===== src/rtl/pe_array_ctrl_pkg.sv =====
`default_nettype none
// ============================================================================
//  Module      : pe_array_ctrl_pkg
//  Description : Shared types, widths and helpers for the PE array task
//                sequencer (state encoding, PE config record, bit widths).
//  Revision    : 1.0 - initial release
// ============================================================================
package pe_array_ctrl_pkg;

    // PEs per accumulation-buffer readout group
    localparam int c_GRP_SIZE = 4;

    // Bits needed to index n entries (never less than one bit)
    function automatic int bw(input int n);
        return (n <= 1) ? 1 : $clog2(n);
    endfunction

    // Number of readout groups for a given PE count
    function automatic int grp_num(input int pe_num);
        return pe_num / c_GRP_SIZE;
    endfunction

    // Width of the group select for a given PE count
    function automatic int grp_w(input int pe_num);
        return bw(grp_num(pe_num));
    endfunction

    // Width of the abuf address for a given buffer depth
    function automatic int addr_w(input int buf_depth);
        return bw(buf_depth);
    endfunction

    // Sequencer states
    typedef enum logic [2:0] {
        ST_IDLE      = 3'd0,
        ST_SWITCH    = 3'd1,
        ST_START     = 3'd2,
        ST_RUN       = 3'd3,
        ST_FLUSH     = 3'd4,
        ST_DRAIN     = 3'd5,
        ST_WAIT_PIPE = 3'd6
    } state_t;

    // Per-task PE configuration, held on the array config port
    typedef struct packed {
        logic [2:0] mode;
        logic [7:0] idx_cnt;
        logic [7:0] trip_cnt;
        logic       is_new;
        logic [3:0] pad_code;
        logic       cut_y;
    } cfg_t;

endpackage
`default_nettype wire


===== src/rtl/pe_array_ctrl_if.sv =====
`default_nettype none
// ============================================================================
//  Module      : pe_array_ctrl_if
//  Description : Task descriptor handshake between the layer scheduler
//                (master) and the PE array sequencer (slave).
//  Revision    : 1.0 - initial release
// ============================================================================
interface pe_array_ctrl_if #(
    parameter int PE_NUM = 32
);
    logic              task_valid;
    logic              task_ready;
    logic [PE_NUM-1:0] task_mask;
    logic [2:0]        task_mode;
    logic [7:0]        task_idx_cnt;
    logic [7:0]        task_trip_cnt;
    logic              task_is_new;
    logic [3:0]        task_pad_code;
    logic              task_cut_y;
    logic              task_last;

    modport master (
        output task_valid, task_mask, task_mode, task_idx_cnt, task_trip_cnt,
               task_is_new, task_pad_code, task_cut_y, task_last,
        input  task_ready
    );

    modport slave (
        input  task_valid, task_mask, task_mode, task_idx_cnt, task_trip_cnt,
               task_is_new, task_pad_code, task_cut_y, task_last,
        output task_ready
    );
endinterface
`default_nettype wire


===== src/rtl/pe_drain_seq.sv =====
`default_nettype none
// ============================================================================
//  Module      : pe_drain_seq
//  Description : Accumulation-buffer drain sequencer. Walks the active groups
//                lowest first, sweeping every buffer address, and delays the
//                (valid, group, address) tag so it lines up with read data.
//  Revision    : 1.0 - initial release
// ============================================================================
module pe_drain_seq
    import pe_array_ctrl_pkg::*;
#(
    parameter  int PE_NUM    = 32,
    parameter  int BUF_DEPTH = 256,
    parameter  int RD_LAT    = 2,
    localparam int GRP_NUM   = grp_num(PE_NUM),
    localparam int GRP_W     = grp_w(PE_NUM),
    localparam int ADDR_W    = addr_w(BUF_DEPTH)
) (
    input  logic              clk,
    input  logic              rst,
    input  logic              i_load,
    input  logic              i_run,
    input  logic [PE_NUM-1:0] i_mask,
    output logic [GRP_W-1:0]  o_rd_sel,
    output logic [ADDR_W-1:0] o_rd_addr,
    output logic              o_last,
    output logic              o_pipe_busy,
    output logic              o_drain_valid,
    output logic [GRP_W-1:0]  o_drain_grp,
    output logic [ADDR_W-1:0] o_drain_addr
);

    localparam logic [ADDR_W-1:0] c_ADDR_MAX = ADDR_W'(BUF_DEPTH - 1);

    logic [GRP_NUM-1:0] w_grp_active;
    logic [GRP_W-1:0]   w_first_grp;
    logic [GRP_W-1:0]   w_next_grp;
    logic               w_next_found;
    logic               w_addr_end;

    logic [GRP_W-1:0]   r_grp;
    logic [ADDR_W-1:0]  r_addr;
    logic [RD_LAT-1:0]  r_vld;
    logic [GRP_W-1:0]   r_tag_grp  [RD_LAT];
    logic [ADDR_W-1:0]  r_tag_addr [RD_LAT];

    // A group is drained only if at least one of its PEs took part
    generate
        for (genvar g = 0; g < GRP_NUM; g++) begin : g_grp_active
            assign w_grp_active[g] = |i_mask[g*c_GRP_SIZE +: c_GRP_SIZE];
        end
    endgenerate

    // Lowest active group, and lowest active group above the current one
    always_comb begin
        w_first_grp  = '0;
        w_next_grp   = '0;
        w_next_found = 1'b0;
        for (int g = GRP_NUM - 1; g >= 0; g--) begin
            if (w_grp_active[g]) begin
                w_first_grp = GRP_W'(g);
            end
            if (w_grp_active[g] && (g > int'(r_grp))) begin
                w_next_grp   = GRP_W'(g);
                w_next_found = 1'b1;
            end
        end
    end

    assign w_addr_end = (r_addr == c_ADDR_MAX);
    assign o_last     = i_run && w_addr_end && !w_next_found;

    // Group/address counters: loaded on flush, stepped once per drain cycle
    always_ff @(posedge clk) begin
        if (rst) begin
            r_grp  <= '0;
            r_addr <= '0;
        end else if (i_load) begin
            r_grp  <= w_first_grp;
            r_addr <= '0;
        end else if (i_run) begin
            if (w_addr_end) begin
                r_addr <= '0;
                r_grp  <= w_next_found ? w_next_grp : '0;
            end else begin
                r_addr <= r_addr + 1'b1;
            end
        end
    end

    // Tag pipeline matching the array read latency
    always_ff @(posedge clk) begin
        if (rst) begin
            r_vld <= '0;
            for (int i = 0; i < RD_LAT; i++) begin
                r_tag_grp[i]  <= '0;
                r_tag_addr[i] <= '0;
            end
        end else begin
            r_vld[0]      <= i_run;
            r_tag_grp[0]  <= r_grp;
            r_tag_addr[0] <= r_addr;
            for (int i = 1; i < RD_LAT; i++) begin
                r_vld[i]      <= r_vld[i-1];
                r_tag_grp[i]  <= r_tag_grp[i-1];
                r_tag_addr[i] <= r_tag_addr[i-1];
            end
        end
    end

    assign o_rd_sel      = r_grp;
    assign o_rd_addr     = r_addr;
    assign o_pipe_busy   = |r_vld;
    assign o_drain_valid = r_vld[RD_LAT-1];
    assign o_drain_grp   = r_tag_grp[RD_LAT-1];
    assign o_drain_addr  = r_tag_addr[RD_LAT-1];

endmodule
`default_nettype wire


===== src/rtl/pe_array_ctrl.sv =====
`default_nettype none
// ============================================================================
//  Module      : pe_array_ctrl
//  Description : PE array task sequencer. Accepts a task descriptor, pulses
//                the ping-pong switches and start for the selected PEs, waits
//                for all their dones and, on the last task of an accumulation,
//                drains the accumulation buffers group by group.
//  Revision    : 1.0 - initial release
// ============================================================================
module pe_array_ctrl
    import pe_array_ctrl_pkg::*;
#(
    parameter  int PE_NUM    = 32,
    parameter  int BUF_DEPTH = 256,
    parameter  int RD_LAT    = 2,
    localparam int GRP_W     = grp_w(PE_NUM),
    localparam int ADDR_W    = addr_w(BUF_DEPTH)
) (
    input  logic              clk,
    input  logic              rst,
    pe_array_ctrl_if.slave    task_if,
    output logic [2:0]        mode,
    output logic [7:0]        idx_cnt,
    output logic [7:0]        trip_cnt,
    output logic              is_new,
    output logic [3:0]        pad_code,
    output logic              cut_y,
    output logic [PE_NUM-1:0] switch_d,
    output logic [PE_NUM-1:0] switch_p,
    output logic [PE_NUM-1:0] switch_i,
    output logic [PE_NUM-1:0] switch_a,
    output logic [PE_NUM-1:0] start,
    input  logic [PE_NUM-1:0] done,
    output logic [GRP_W-1:0]  rd_sel,
    output logic [ADDR_W-1:0] abuf_rd_addr,
    output logic              drain_valid,
    output logic [GRP_W-1:0]  drain_grp,
    output logic [ADDR_W-1:0] drain_addr,
    output logic              busy
);

    state_t            r_state;
    state_t            w_state_nxt;
    logic [PE_NUM-1:0] r_mask;
    cfg_t              r_cfg;
    logic              r_last;
    logic [PE_NUM-1:0] r_done_seen;

    logic              w_accept;
    logic [PE_NUM-1:0] w_done_acc;
    logic              w_all_done;
    logic              w_drain_load;
    logic              w_drain_run;
    logic              w_drain_last;
    logic              w_pipe_busy;

    assign w_accept   = (r_state == ST_IDLE) && task_if.task_valid;
    // Include this cycle's dones so a final done ends RUN on the same edge
    assign w_done_acc = r_done_seen | (done & r_mask);
    assign w_all_done = &(w_done_acc | ~r_mask);

    // State register, descriptor latch and done accumulation
    always_ff @(posedge clk) begin
        if (rst) begin
            r_state     <= ST_IDLE;
            r_mask      <= '0;
            r_cfg       <= '0;
            r_last      <= 1'b0;
            r_done_seen <= '0;
        end else begin
            r_state <= w_state_nxt;
            if (w_accept) begin
                r_mask         <= task_if.task_mask;
                r_cfg.mode     <= task_if.task_mode;
                r_cfg.idx_cnt  <= task_if.task_idx_cnt;
                r_cfg.trip_cnt <= task_if.task_trip_cnt;
                r_cfg.is_new   <= task_if.task_is_new;
                r_cfg.pad_code <= task_if.task_pad_code;
                r_cfg.cut_y    <= task_if.task_cut_y;
                r_last         <= task_if.task_last;
                r_done_seen    <= '0;
            end else if (r_state == ST_RUN) begin
                r_done_seen <= w_done_acc;
            end
        end
    end

    // Next-state and per-state pulse outputs
    always_comb begin
        w_state_nxt  = r_state;
        switch_d     = '0;
        switch_p     = '0;
        switch_i     = '0;
        switch_a     = '0;
        start        = '0;
        w_drain_load = 1'b0;
        w_drain_run  = 1'b0;
        case (r_state)
            ST_IDLE: begin
                if (task_if.task_valid) begin
                    w_state_nxt = (|task_if.task_mask) ? ST_SWITCH : ST_IDLE;
                end
            end
            ST_SWITCH: begin
                switch_d    = r_mask;
                switch_p    = r_mask;
                switch_i    = r_mask;
                switch_a    = r_cfg.is_new ? r_mask : '0;
                w_state_nxt = ST_START;
            end
            ST_START: begin
                start       = r_mask;
                w_state_nxt = ST_RUN;
            end
            ST_RUN: begin
                if (w_all_done) begin
                    w_state_nxt = r_last ? ST_FLUSH : ST_IDLE;
                end
            end
            ST_FLUSH: begin
                // Swap finished accumulations into the readable bank
                switch_a     = r_mask;
                w_drain_load = 1'b1;
                w_state_nxt  = ST_DRAIN;
            end
            ST_DRAIN: begin
                w_drain_run = 1'b1;
                if (w_drain_last) begin
                    w_state_nxt = ST_WAIT_PIPE;
                end
            end
            ST_WAIT_PIPE: begin
                if (!w_pipe_busy) begin
                    w_state_nxt = ST_IDLE;
                end
            end
            default: begin
                w_state_nxt = ST_IDLE;
            end
        endcase
    end

    pe_drain_seq #(
        .PE_NUM    (PE_NUM),
        .BUF_DEPTH (BUF_DEPTH),
        .RD_LAT    (RD_LAT)
    ) u_drain (
        .clk           (clk),
        .rst           (rst),
        .i_load        (w_drain_load),
        .i_run         (w_drain_run),
        .i_mask        (r_mask),
        .o_rd_sel      (rd_sel),
        .o_rd_addr     (abuf_rd_addr),
        .o_last        (w_drain_last),
        .o_pipe_busy   (w_pipe_busy),
        .o_drain_valid (drain_valid),
        .o_drain_grp   (drain_grp),
        .o_drain_addr  (drain_addr)
    );

    assign task_if.task_ready = (r_state == ST_IDLE);
    assign busy     = (r_state != ST_IDLE) || w_pipe_busy;
    assign mode     = r_cfg.mode;
    assign idx_cnt  = r_cfg.idx_cnt;
    assign trip_cnt = r_cfg.trip_cnt;
    assign is_new   = r_cfg.is_new;
    assign pad_code = r_cfg.pad_code;
    assign cut_y    = r_cfg.cut_y;

endmodule
`default_nettype wire

===== src/flat_wrapper.sv =====
// flat-port wrapper written by rule: the top's interface ports become plain ports
module pe_array_ctrl_flat import pe_array_ctrl_pkg::*;
#(
    parameter  int PE_NUM    = 32,
    parameter  int BUF_DEPTH = 256,
    parameter  int RD_LAT    = 2,
    localparam int GRP_W     = grp_w(PE_NUM),
    localparam int ADDR_W    = addr_w(BUF_DEPTH)
)
  (clk, rst, mode, idx_cnt, trip_cnt, is_new, pad_code, cut_y, switch_d, switch_p, switch_i, switch_a, start, done, rd_sel, abuf_rd_addr, drain_valid, drain_grp, drain_addr, busy, task_if_task_valid, task_if_task_mask, task_if_task_mode, task_if_task_idx_cnt, task_if_task_trip_cnt, task_if_task_is_new, task_if_task_pad_code, task_if_task_cut_y, task_if_task_last, task_if_task_ready);
  pe_array_ctrl_if #(.PE_NUM(PE_NUM)) task_if_i ();
  input  logic clk;
  input  logic rst;
  output logic [2:0] mode;
  output logic [7:0] idx_cnt;
  output logic [7:0] trip_cnt;
  output logic is_new;
  output logic [3:0] pad_code;
  output logic cut_y;
  output logic [PE_NUM-1:0] switch_d;
  output logic [PE_NUM-1:0] switch_p;
  output logic [PE_NUM-1:0] switch_i;
  output logic [PE_NUM-1:0] switch_a;
  output logic [PE_NUM-1:0] start;
  input  logic [PE_NUM-1:0] done;
  output logic [GRP_W-1:0] rd_sel;
  output logic [ADDR_W-1:0] abuf_rd_addr;
  output logic drain_valid;
  output logic [GRP_W-1:0] drain_grp;
  output logic [ADDR_W-1:0] drain_addr;
  output logic busy;
  input wire logic [$bits(task_if_i.task_valid)-1:0] task_if_task_valid;
  input wire logic [$bits(task_if_i.task_mask)-1:0] task_if_task_mask;
  input wire logic [$bits(task_if_i.task_mode)-1:0] task_if_task_mode;
  input wire logic [$bits(task_if_i.task_idx_cnt)-1:0] task_if_task_idx_cnt;
  input wire logic [$bits(task_if_i.task_trip_cnt)-1:0] task_if_task_trip_cnt;
  input wire logic [$bits(task_if_i.task_is_new)-1:0] task_if_task_is_new;
  input wire logic [$bits(task_if_i.task_pad_code)-1:0] task_if_task_pad_code;
  input wire logic [$bits(task_if_i.task_cut_y)-1:0] task_if_task_cut_y;
  input wire logic [$bits(task_if_i.task_last)-1:0] task_if_task_last;
  output wire logic [$bits(task_if_i.task_ready)-1:0] task_if_task_ready;
  assign task_if_i.task_valid = task_if_task_valid;
  assign task_if_i.task_mask = task_if_task_mask;
  assign task_if_i.task_mode = task_if_task_mode;
  assign task_if_i.task_idx_cnt = task_if_task_idx_cnt;
  assign task_if_i.task_trip_cnt = task_if_task_trip_cnt;
  assign task_if_i.task_is_new = task_if_task_is_new;
  assign task_if_i.task_pad_code = task_if_task_pad_code;
  assign task_if_i.task_cut_y = task_if_task_cut_y;
  assign task_if_i.task_last = task_if_task_last;
  assign task_if_task_ready = task_if_i.task_ready;
  pe_array_ctrl #(.PE_NUM(PE_NUM), .BUF_DEPTH(BUF_DEPTH), .RD_LAT(RD_LAT)) u_core (.clk(clk), .rst(rst), .task_if(task_if_i), .mode(mode), .idx_cnt(idx_cnt), .trip_cnt(trip_cnt), .is_new(is_new), .pad_code(pad_code), .cut_y(cut_y), .switch_d(switch_d), .switch_p(switch_p), .switch_i(switch_i), .switch_a(switch_a), .start(start), .done(done), .rd_sel(rd_sel), .abuf_rd_addr(abuf_rd_addr), .drain_valid(drain_valid), .drain_grp(drain_grp), .drain_addr(drain_addr), .busy(busy));
endmodule

===== config.mk =====
export PLATFORM = sky130hd
export DESIGN_NAME = pe_array_ctrl_flat
export DESIGN_NICKNAME = d
export VERILOG_FILES = /design/src/rtl/pe_array_ctrl_pkg.sv /design/src/rtl/pe_array_ctrl_if.sv /design/src/rtl/pe_drain_seq.sv /design/src/rtl/pe_array_ctrl.sv /design/src/flat_wrapper.sv
export SDC_FILE = /design/constraint.sdc
export NUM_CORES = 1
export LEC_CHECK = 0
export BUFFER_PORTS_ARGS = -buffer_cell sky130_fd_sc_hd__buf_2
export CORE_AREA = 5 5 127 154
export CTS_BUF_LIST = sky130_fd_sc_hd__clkbuf_4
export DETAILED_ROUTE_END_ITERATION = 8
export DIE_AREA = 0 0 132 159
export PLACE_DENSITY = 0.66
export RECOVER_POWER = 50
export SYNTH_ARGS = -nofsm -noshare
export SYNTH_HDL_FRONTEND = slang
export SYNTH_SLANG_ARGS = --single-unit

===== constraint.sdc =====
create_clock -name clk -period 1.8 [get_ports clk]
set_input_delay 0.18 -clock clk [delete_from_list [all_inputs] [get_ports clk]]
set_output_delay 0.18 -clock clk [all_outputs]
set_load 0.1 [all_outputs]

# ---- After elaboration in Yosys (flattened, before gate mapping)
# Memory sizes are Yosys's and may differ from the RTL's.
# Cells that the tools add are included.
dict set report totals {
  in_bits 93
  ff_bits 106
  mem_count 2
  wordCells 120
  mem_bits_rw 22
}
# name depth word_bits read_ports rd_clocked_by_memory_dff write_ports line_no
set mem_list {}
lappend mem_list {u_core.u_drain.r_tag_addr 2 8 2 0 2 pe_drain_seq.sv:45} ;# logic [ADDR_W-1:0] r_tag_addr [RD_LAT];
lappend mem_list {u_core.u_drain.r_tag_grp 2 3 2 0 2 pe_drain_seq.sv:44} ;# logic [GRP_W-1:0] r_tag_grp [RD_LAT];
dict set report op_classes {
  reduce_logical 31
  magnitude_cmp 7
  eq_ne 11
  mux 47
  bitwise 8
  add_sub_neg 1
}
# cell n
set ops {}
lappend ops {{$mux W32} 3}
lappend ops {{$mux W3} 26}
lappend ops {{$or A32 B32 Y32} 2}
lappend ops {{$pmux W32 S2} 1}
lappend ops {{$and A32 B32 Y32} 1}
lappend ops {{$not A32 Y32} 1}
lappend ops {{$reduce_and A32 Y1} 1}
lappend ops {{$reduce_or A32 Y1} 1}
lappend ops {{$reduce_or A4 Y1} 8}
lappend ops {{$mux W8} 3}
lappend ops {{$pmux W3 S7} 1}
lappend ops {{$mux W1} 13}
lappend ops {{$gt A3 B3 Y1 const A} 4}
lappend ops {{$logic_and A1 B1 Y1} 10}
lappend ops {{$eq A3 B3 Y1 const B} 3}
lappend ops {{$add A8 B1 Y8 const B} 1}
lappend ops {{$eq A8 B8 Y1 const B} 1}
lappend ops {{$eq A3 B2 Y1 const B} 2}
lappend ops {{$gt A2 B3 Y1 const A} 2}
lappend ops {{$ne A2 B2 Y1 const B} 3}
lappend ops {{$reduce_or A2 Y1} 3}
lappend ops {{$or A1 B1 Y1} 4}
lappend ops {{$reduce_and A4 Y1} 1}
lappend ops {{$reduce_bool A2 Y1} 2}
lappend ops {{other kinds (8)} 8}

# ---- Depth between registers and ports, before layout
# Gate-level depths: netlist of run 1.
dict set report depth {
  depth_word 13
  ltp_mapped 8
}

# ---- By module
# Synthesis of run 1 repeated with hierarchy kept, for this count alone.
dict set report unflattened {
  hier_cells 793
  area_unflattened_um2 6336.1
}
# mod n_inst area_per_inst_um2 seq_area_each_um2 cells_per_inst
set by_module_without_submodules {}
lappend by_module_without_submodules {pe_array_ctrl 1 4775.8 1861.8 626}
lappend by_module_without_submodules {pe_drain_seq 1 1560.2 700.7 167}

# ---- Worst setup path after synthesis of run 1
# No wires, ideal clock.
dict set report synth_timing {
  path_type {flip-flop to output port}
  start {register u_core.r_state[1]}
  end {output port busy}
  arrival_ns 2.850
  path_buffers 1
  path_stages_with_launch 4
  setup_slack_ns -1.230
  path_cell_list {dfxtp_1 > clkbuf_1 > nor3_2 > nand2_1}
}
dict set report synth_via {
  elab_chain_cells 2
}
# item line_no
set synth_rtl {}
lappend synth_rtl {{start, declared} pe_array_ctrl.sv:42} ;# state_t r_state;
lappend synth_rtl {{start signal, assigned} pe_array_ctrl.sv:71} ;# r_state <= w_state_nxt;
lappend synth_rtl {{$reduce_bool A3 Y1} pe_array_ctrl.sv:163} ;# assign busy = (r_state != ST_IDLE) || w_pipe_busy;
lappend synth_rtl {{$logic_or A1 B1 Y1} pe_array_ctrl.sv:163}
lappend synth_rtl {{end, declared} flat_wrapper.sv:31} ;# output logic busy;
# No other way between the ends.

# ---- Final worst setup path of run 1
dict set report layout_timing {
  start {register u_core.r_state[0]}
  end {output port switch_a[20]}
}
dict set report layout_via {
  elab_chain_cells 2
  elab_cells_between_ends 3
}
# item line_no
set layout_rtl {}
lappend layout_rtl {{$eq A3 B3 Y1 or $eq A3 B1 Y1 (tied branches)} pe_array_ctrl.sv:98} ;# case (r_state)
lappend layout_rtl {{$pmux W32 S2 *} pe_array_ctrl.sv:98}
lappend layout_rtl {{end, declared} flat_wrapper.sv:23} ;# output logic [PE_NUM-1:0] switch_a;
# Every way passes the cells marked *; elsewhere a longest branch is shown, timed or not.

==> metrics, run 1 <==
Gate Count Post-Synth approximately 790; # DRC 0; Clock Path Buffers 2; area fraction in compound gates after synthesis 0.117; FF+latch area 2630 um2; Final period util 1.20; fin worst setup slack -366 ps; Highest Clock Rate approximately 0.46 GHz; H-tree Lvls 4; Worst Setup Start Kind register; hold endpoint u_core.r_state[1]; worst-margin pin slew 789 ps; top-level I/O count slightly above 300; Worst R2R End u_core.r_done_seen[19]; unrepaired setup endpoints after global routing true; endpoints failing hold 0; Congestion Overflow GR 0; adder-cell area share of the yosys netlist 0.00198; largest net degree at the start of global routing 36; hold path start task_if_task_valid; maxcap violations 0; first-pass GRT wire length 40,000 um; First DRT Iteration DRCs approximately 590; number of synthesized register bits 128; DR pass1 iterations 5; status finished, violations left; PD cells 793 nW/um2; share of the synthesized area in the top cell type 0.406; Post-Syn Area per Cell 8.03 um2; FF-to-FF Start u_core.r_state[2]; main combinational cell family by area after synthesis simple AND/OR/NAND/NOR gates; reg2reg setup slack -180 ps; worst-path fanout max 6; worst r2r path cells 8; Final min period 2170 ps; cts bufs inserted 17; top cells by area, synth dfxtp_1, buf_4, nand2_1, and2_1, nor2b_1; DR vias 7,258; simple-gate share of the synthesized area 0.339; Arr. time, crit path between 1500 and 2000 ps; mux cell area share after synthesis 0.00159; Post-synth EDFFs 0; Hold WS between 100 and 150 ps; vias in the first global route 7,186; Slowest-stage cell, CP dfxtp_2; worst vdd ir 675 uV; DIE HEIGHT 159 um; worst min path class input port to register; CP Class register to output port; worst skew pair latency approximately 570 ps; CTS sink count 128; # rows 54; most numerous cell in the Yosys netlist dfxtp_1; Top FF cell, synth dfxtp_1; Worst Hold Path Cells 4; Initial Util 0.352; final number of setup-violating endpoints 241; Critical Path RT 1620 ps; failing checks negative setup slack; CTS tree yes; clock skew 34.4 ps; area delta synth->final 100%; Final ANT Viol Nets 0; die width ~130 um; Synth top cells by count dfxtp_1, nand2_1, buf_4, a21oi_1, and2_1; area of the mapped netlist 6310 um2; DP Worst Slack -38.7 ps; initial antenna violation count 2; Pins Over Slew Limit 0; vias per inst ~5.2; asr flop ratio synth 0; Leak Pwr 5.14 nW; Die Footprint 21,000 um2; layout cell share with drive strength beyond 1 0.500; Crit. End Element output port; input/output buffers 302; DP HPWL approximately 18,000 um; Root Buffer clkbuf_4; layout net count 1,256; slowest stage delay, CP 360 ps; XOR/XNOR Fraction of Synth Area 0.00833; post-synth net total 880; Clock Pin Slew Worst Setup and Hold Paths 120 ps; crit path cell chain nor2b_4, nor2b_4, a21oi_4, buf_6, buf_12, nor2b_4, buf_12; Netlist cell types 57; Core Area 17,900 um2; Tot GR Track Use 0.237; total routed wirelength 27,900 um; filler cell count around 1,200; Rel. slew slack 0.474; Synth area leader dfxtp_1; yosys warns 0; WL per Instance approximately 20 um; post-synthesis sequential area ratio 0.406; placer congestion estimate 0.926; CP dominant cell by count nor2b_4; area of the multi-input gates 3540 um2
-- routing by layer --
| layer | global-route usage | vias to the layer above | share of wire | routed length (um) |
|---|---|---|---|---|
| met1 | 0.249 | 3394 | 0.34 | 9540 |
| met4 | 0.0935 | 0 | 0.044 | 1220 |
| met5 | 0 | - | 0 | 0 |
| met3 | 0.0648 | 96 | 0.082 | 2280 |
| li1 | - | 3323 | - | - |
| met2 | 0.442 | 445 | 0.53 | 14900 |
-- worst max-delay path, delay by kind of cell (launching register included) --
family | cells | cell delay [ps]
AND/OR/NAND/NOR | 3 | 490
buffers and inverters | 3 | 490
AO/OA/AOI/OAI | 1 | 80
flip-flops | 1 | 360
-- stage by stage --
stage	instance area (um2)	total power [mW]	TNS, ps	utilization	std cells
final	12600	10.0	-51730	0.706	1401
after global routing	12600	10.4	-72240	0.706	1401
after CTS	12300	9.76	-50660	0.689	1390
after detailed placement	10700	6.67	-61.4	0.598	1249
after global placement	10700	6.64	0	0.598	1249
after floorplan	7180	5.57	-26350	-	786
-- report_power, final --
part / total [mW] / internal [mW] / leakage, nW / switching (mW)
combinational: 4.16 / 1.60 / 3.87 / 2.56
sequential: 3.11 / 2.96 / 1.06 / 0.143
clock: 2.76 / 1.54 / 0.211 / 1.21
total: 10.0 / 6.11 / 5.14 / 3.92
-- cell usage in the layout, fill, tap and decap left out, drive strengths merged, types with 6 or more instances in the layout --
| cell | synthesis | final |
|---|---|---|
| buf | 83 | 333 |
| bufinv | 0 | 7 |
| dlygate4sd3 | 0 | 91 |
| a21oi | 68 | 68 |
| nor2b | 57 | 57 |
| o21ai | 7 | 7 |
| nor3 | 7 | 7 |
| a31oi | 33 | 33 |
| nor3b | 34 | 34 |
| dfxtp | 128 | 128 |
| and2 | 66 | 66 |
| nor2 | 65 | 65 |
| nand2 | 128 | 128 |
| nand4 | 6 | 6 |
| clkbuf | 38 | 71 |
| nor4 | 20 | 20 |
-- kinds of logic (layout without fill, tap and decap cells) --
kind of cell	Yosys count	in the layout
flops	128	128
compound gates	124	124
buf+inv	123	512
fa+ha+maj	1	1
xor+xnor	6	6
other cells	0	2
mux	1	1
simple gates	403	403
-- registers in the layout, summed over array words and instances, names as in the netlist --
| register | count |
|---|---|
| u_core.cut_y | 1 |
| u_core.idx_cnt | 8 |
| u_core.is_new | 1 |
| u_core.mode | 3 |
| u_core.pad_code | 4 |
| u_core.r_done_seen | 32 |
| u_core.r_last | 1 |
| u_core.r_mask | 32 |
| u_core.r_state | 3 |
| u_core.trip_cnt | 8 |
| u_core.u_drain.o_rd_addr | 8 |
| u_core.u_drain.o_rd_sel | 3 |
| u_core.u_drain.r_tag_addr | 16 |
| u_core.u_drain.r_tag_grp | 6 |
| u_core.u_drain.r_vld | 2 |
-- cell type report --
| class | instances | area share |
|---|---|---|
| antenna | 2 | 0.000396 |
| clock buffer | 17 | 0.0101 |
| clock inverter | 15 | 0.0222 |
| inverter | 2 | 0.000594 |
| multi-input combinational | 535 | 0.280 |
| sequential | 128 | 0.208 |
| tap | 224 | 0.0222 |
| timing repair buffer | 478 | 0.457 |
-- repair_timing --
action,4_1_cts,5_1_grt
hold buffers,91,0
pin swaps,32,18
hold endpoints to repair,91,0
setup buffers,15,6
setup endpoints to repair,165,186
gates resized for setup,50,52
gates cloned,4,6
-- worst max-delay path by stage --
| stage | startpoint | endpoint | slack [ps] | cells after the start |
|---|---|---|---|---|
| after CTS | u_core.r_state[0] | switch_a[9] | -350 | 7 |
| after global routing | u_core.r_state[0] | switch_a[20] | -430 | 7 |
| final | u_core.r_state[0] | switch_a[20] | -370 | 7 |
| after detailed placement | u_core.r_mask[4] | u_core.r_state[0] | -40 | 6 |
| after floorplan | u_core.r_state[1] | u_core.is_new | -290 | 8 |
| after global placement | u_core.r_mask[4] | u_core.u_drain.o_rd_sel[2] | 40 | 6 |
No activity file was read; power rests on OpenSTA's default activity.
==> run 2, diff against run 1 <==
RECOVER_POWER = 100   (was 50)
TNS_END_PERCENT = 5   (was default)
==> run 2 against run 1 <==
  * The flow still finishes with violations (negative setup slack)
  * Total power is 11% lower
  * Cell area is 3.7% lower
  * Sequential share of layout area increased by 0.46 points
  * Register-to-register slack gained 120 ps
  * Combinational power fell by 4%
  * Clock power shrank 34%
  * Fmax up 0.36%
  * Critical path depth fell by 1
  * Die area unchanged
  * Largest cell class unchanged
  * Largest power group unchanged
  * Highest routed layer unchanged
==> metrics, run 2 (synthesized netlist as in run 1, its figures left out) <==
status finished, violations left (unchanged); failing checks negative setup slack (unchanged); Leak Pwr 4.94 nW (was 5.14 nW); Worst Setup Start Kind register (unchanged); Root Buffer clkbuf_4 (unchanged); endpoints failing hold 0 (unchanged); worst min path class input port to register (unchanged); Switching Share 0.421 (was 0.391); Die Footprint 21,000 um2 (unchanged); First DRT Iteration DRCs 613 (was 585); Core Area 17,900 um2 (unchanged); fin util 0.680 (was 0.706); vias in the first global route 7,225 (was 7,186); cell-internal power 5.16 mW (was 6.11 mW); worst skew pair latency 550 ps (was 570 ps); area delta synth->final 92.8% (was 100%); DR pass1 iterations 5 (unchanged); Rel. slew slack 0.0816 (was 0.474); worst vdd ir 739 uV (was 675 uV); top-level I/O count 303 (unchanged); Tot GR Track Use 0.243 (was 0.237); total routed wirelength 26,700 um (was 27,900 um); DIE HEIGHT 159 um (unchanged); layout cell share with drive strength beyond 1 0.461 (was 0.500); Final min period 2160 ps (was 2170 ps); Highest Clock Rate 0.463 GHz (was 0.462 GHz); clock share of power 0.203 (was 0.275); WL per Instance 19.1 um (was 19.9 um); H-tree Lvls 4 (unchanged); Clock Path Buffers 2 (unchanged); clock skew 14.5 ps (was 34.4 ps); input/output buffers 302 (unchanged); maxcap violations 0 (unchanged); part of the power in combinational logic 0.448 (was 0.415); unrepaired setup endpoints after global routing true (unchanged); Final ANT Viol Nets 0 (unchanged); worst-margin pin slew 1380 ps (was 789 ps); DP HPWL 18,500 um (was 18,100 um); Final period util 1.20 (about the same); vias per inst 5.10 (was 5.18); first-pass GRT wire length 40,700 um (was 40,000 um); most frequent cells in the layout buf_12, nand2_1, dfxtp_1, buf_2, dlygate4sd3_1 (unchanged); cts bufs inserted 17 (unchanged); initial antenna violation count 3 (was 2); # DRC 0 (unchanged); PD cells 732 nW/um2 (was 793 nW/um2); die width 132 um (unchanged); CTS tree yes (unchanged); placer congestion estimate 0.931 (was 0.926); commonest non-fill, non-tap cell in the layout buf_12 (unchanged); Critical Path RT 1620 ps (about the same); Net Sw Power 3.76 mW (was 3.92 mW); worst-path fanout max 5 (was 6); Congestion Overflow GR 0 (unchanged); Regs by FF count u_core.r_done_seen: 32 flops, u_core.r_mask: 32 flops, u_core.u_drain.r_tag_addr: 16 flops (unchanged); layout net count 1,249 (was 1,256); DR vias 7,109 (was 7,258); largest net degree at the start of global routing 43 (was 36); Pins Over Slew Limit 0 (unchanged); CTS sink count 128 (unchanged); Clock Pin Slew Worst Setup and Hold Paths 120 ps (about the same); # rows 54 (unchanged); fin worst setup slack -359 ps (was -366 ps); final number of setup-violating endpoints 256 (was 241); Crit. End Element output port (unchanged); Arr. time, crit path 1980 ps (was 1990 ps); Initial Util 0.352 (unchanged); CP Class register to output port (unchanged); total power 8.91 mW (was 10.0 mW); Flop pwr share 0.348 (was 0.310)
-- run 2: metal layers --
layer,up-vias,GRT usage,share of wire,wire [um]
li1,3309,-,-,-
met1,3349,0.266,0.36,9610
met2,382,0.441,0.52,14000
met3,69,0.0651,0.082,2190
met4,0,0.0964,0.033,887
met5,-,0,0,0
-- run 2: per-stage QoR --
stage | instances | TNS [ps] | setup slack [ps] | cell area (um2) | hold WS [ps]
detailed placement | 1259 | 0 | 25.3 | 10700 | 423
CTS | 1390 | -56510 | -379 | 12100 | 9.32
global placement | 1259 | 0 | 59.2 | 10700 | 416
floorplan | 786 | -38610 | -292 | 6760 | 309
global route | 1395 | -83800 | -442 | 12200 | 11.9
finish | 1395 | -62330 | -359 | 12200 | 46.2
-- run 2: worst max-delay path, stage by stage (launching register included) --
cell and delay (ps):
dfxtp_2 360, nor2b_4 150, nor2b_4 220, buf_12 160, clkbuf_16 150, and2_4 200, buf_12 180
-- run 2: power groups by stage --
stage          clock network, mW  registers [mW]  logic [mW]
6_report                    1.81            3.10        4.00
4_1_cts                     1.86            3.09        3.93
5_1_grt                     1.98            3.12        4.15
2_1_floorplan                  0            3.54        1.97
3_5_place_dp                   0            3.15        3.59
3_3_place_gp                   0            3.14        3.56
-- run 2: repair_timing --
item	4_1_cts	5_1_grt
pin swaps	25	3
endpoints found under the hold margin	93	0
cloned	3	1
resized for setup	38	7
endpoints found under the setup margin	164	168
buffers inserted	5	1
hold buffers	91	0
-- run 2: worst paths after layout --
path                                        start  cells past startpoint  slack, ps                         endpoint
setup / recovery                u_core.r_state[0]                      6       -360                     switch_i[16]
setup reg to reg                u_core.r_mask[24]                      6        -60       u_core.u_drain.o_rd_sel[0]
hold reg to reg   u_core.u_drain.r_tag_addr[0][0]                      1        440  u_core.u_drain.r_tag_addr[0][8]
hold / removal                 task_if_task_valid                      4         50                u_core.r_state[1]
-- run 2: area by class of cell --
class | instances | area, um2
repair buffers | 471 | 5630
fillers | 1226 | 5730
diodes | 3 | 7.51
clock inverters | 14 | 119
multi-input cells | 535 | 3410
flip-flops and latches | 128 | 2580
well taps | 224 | 280
inverters | 2 | 7.51
clock buffers | 18 | 135
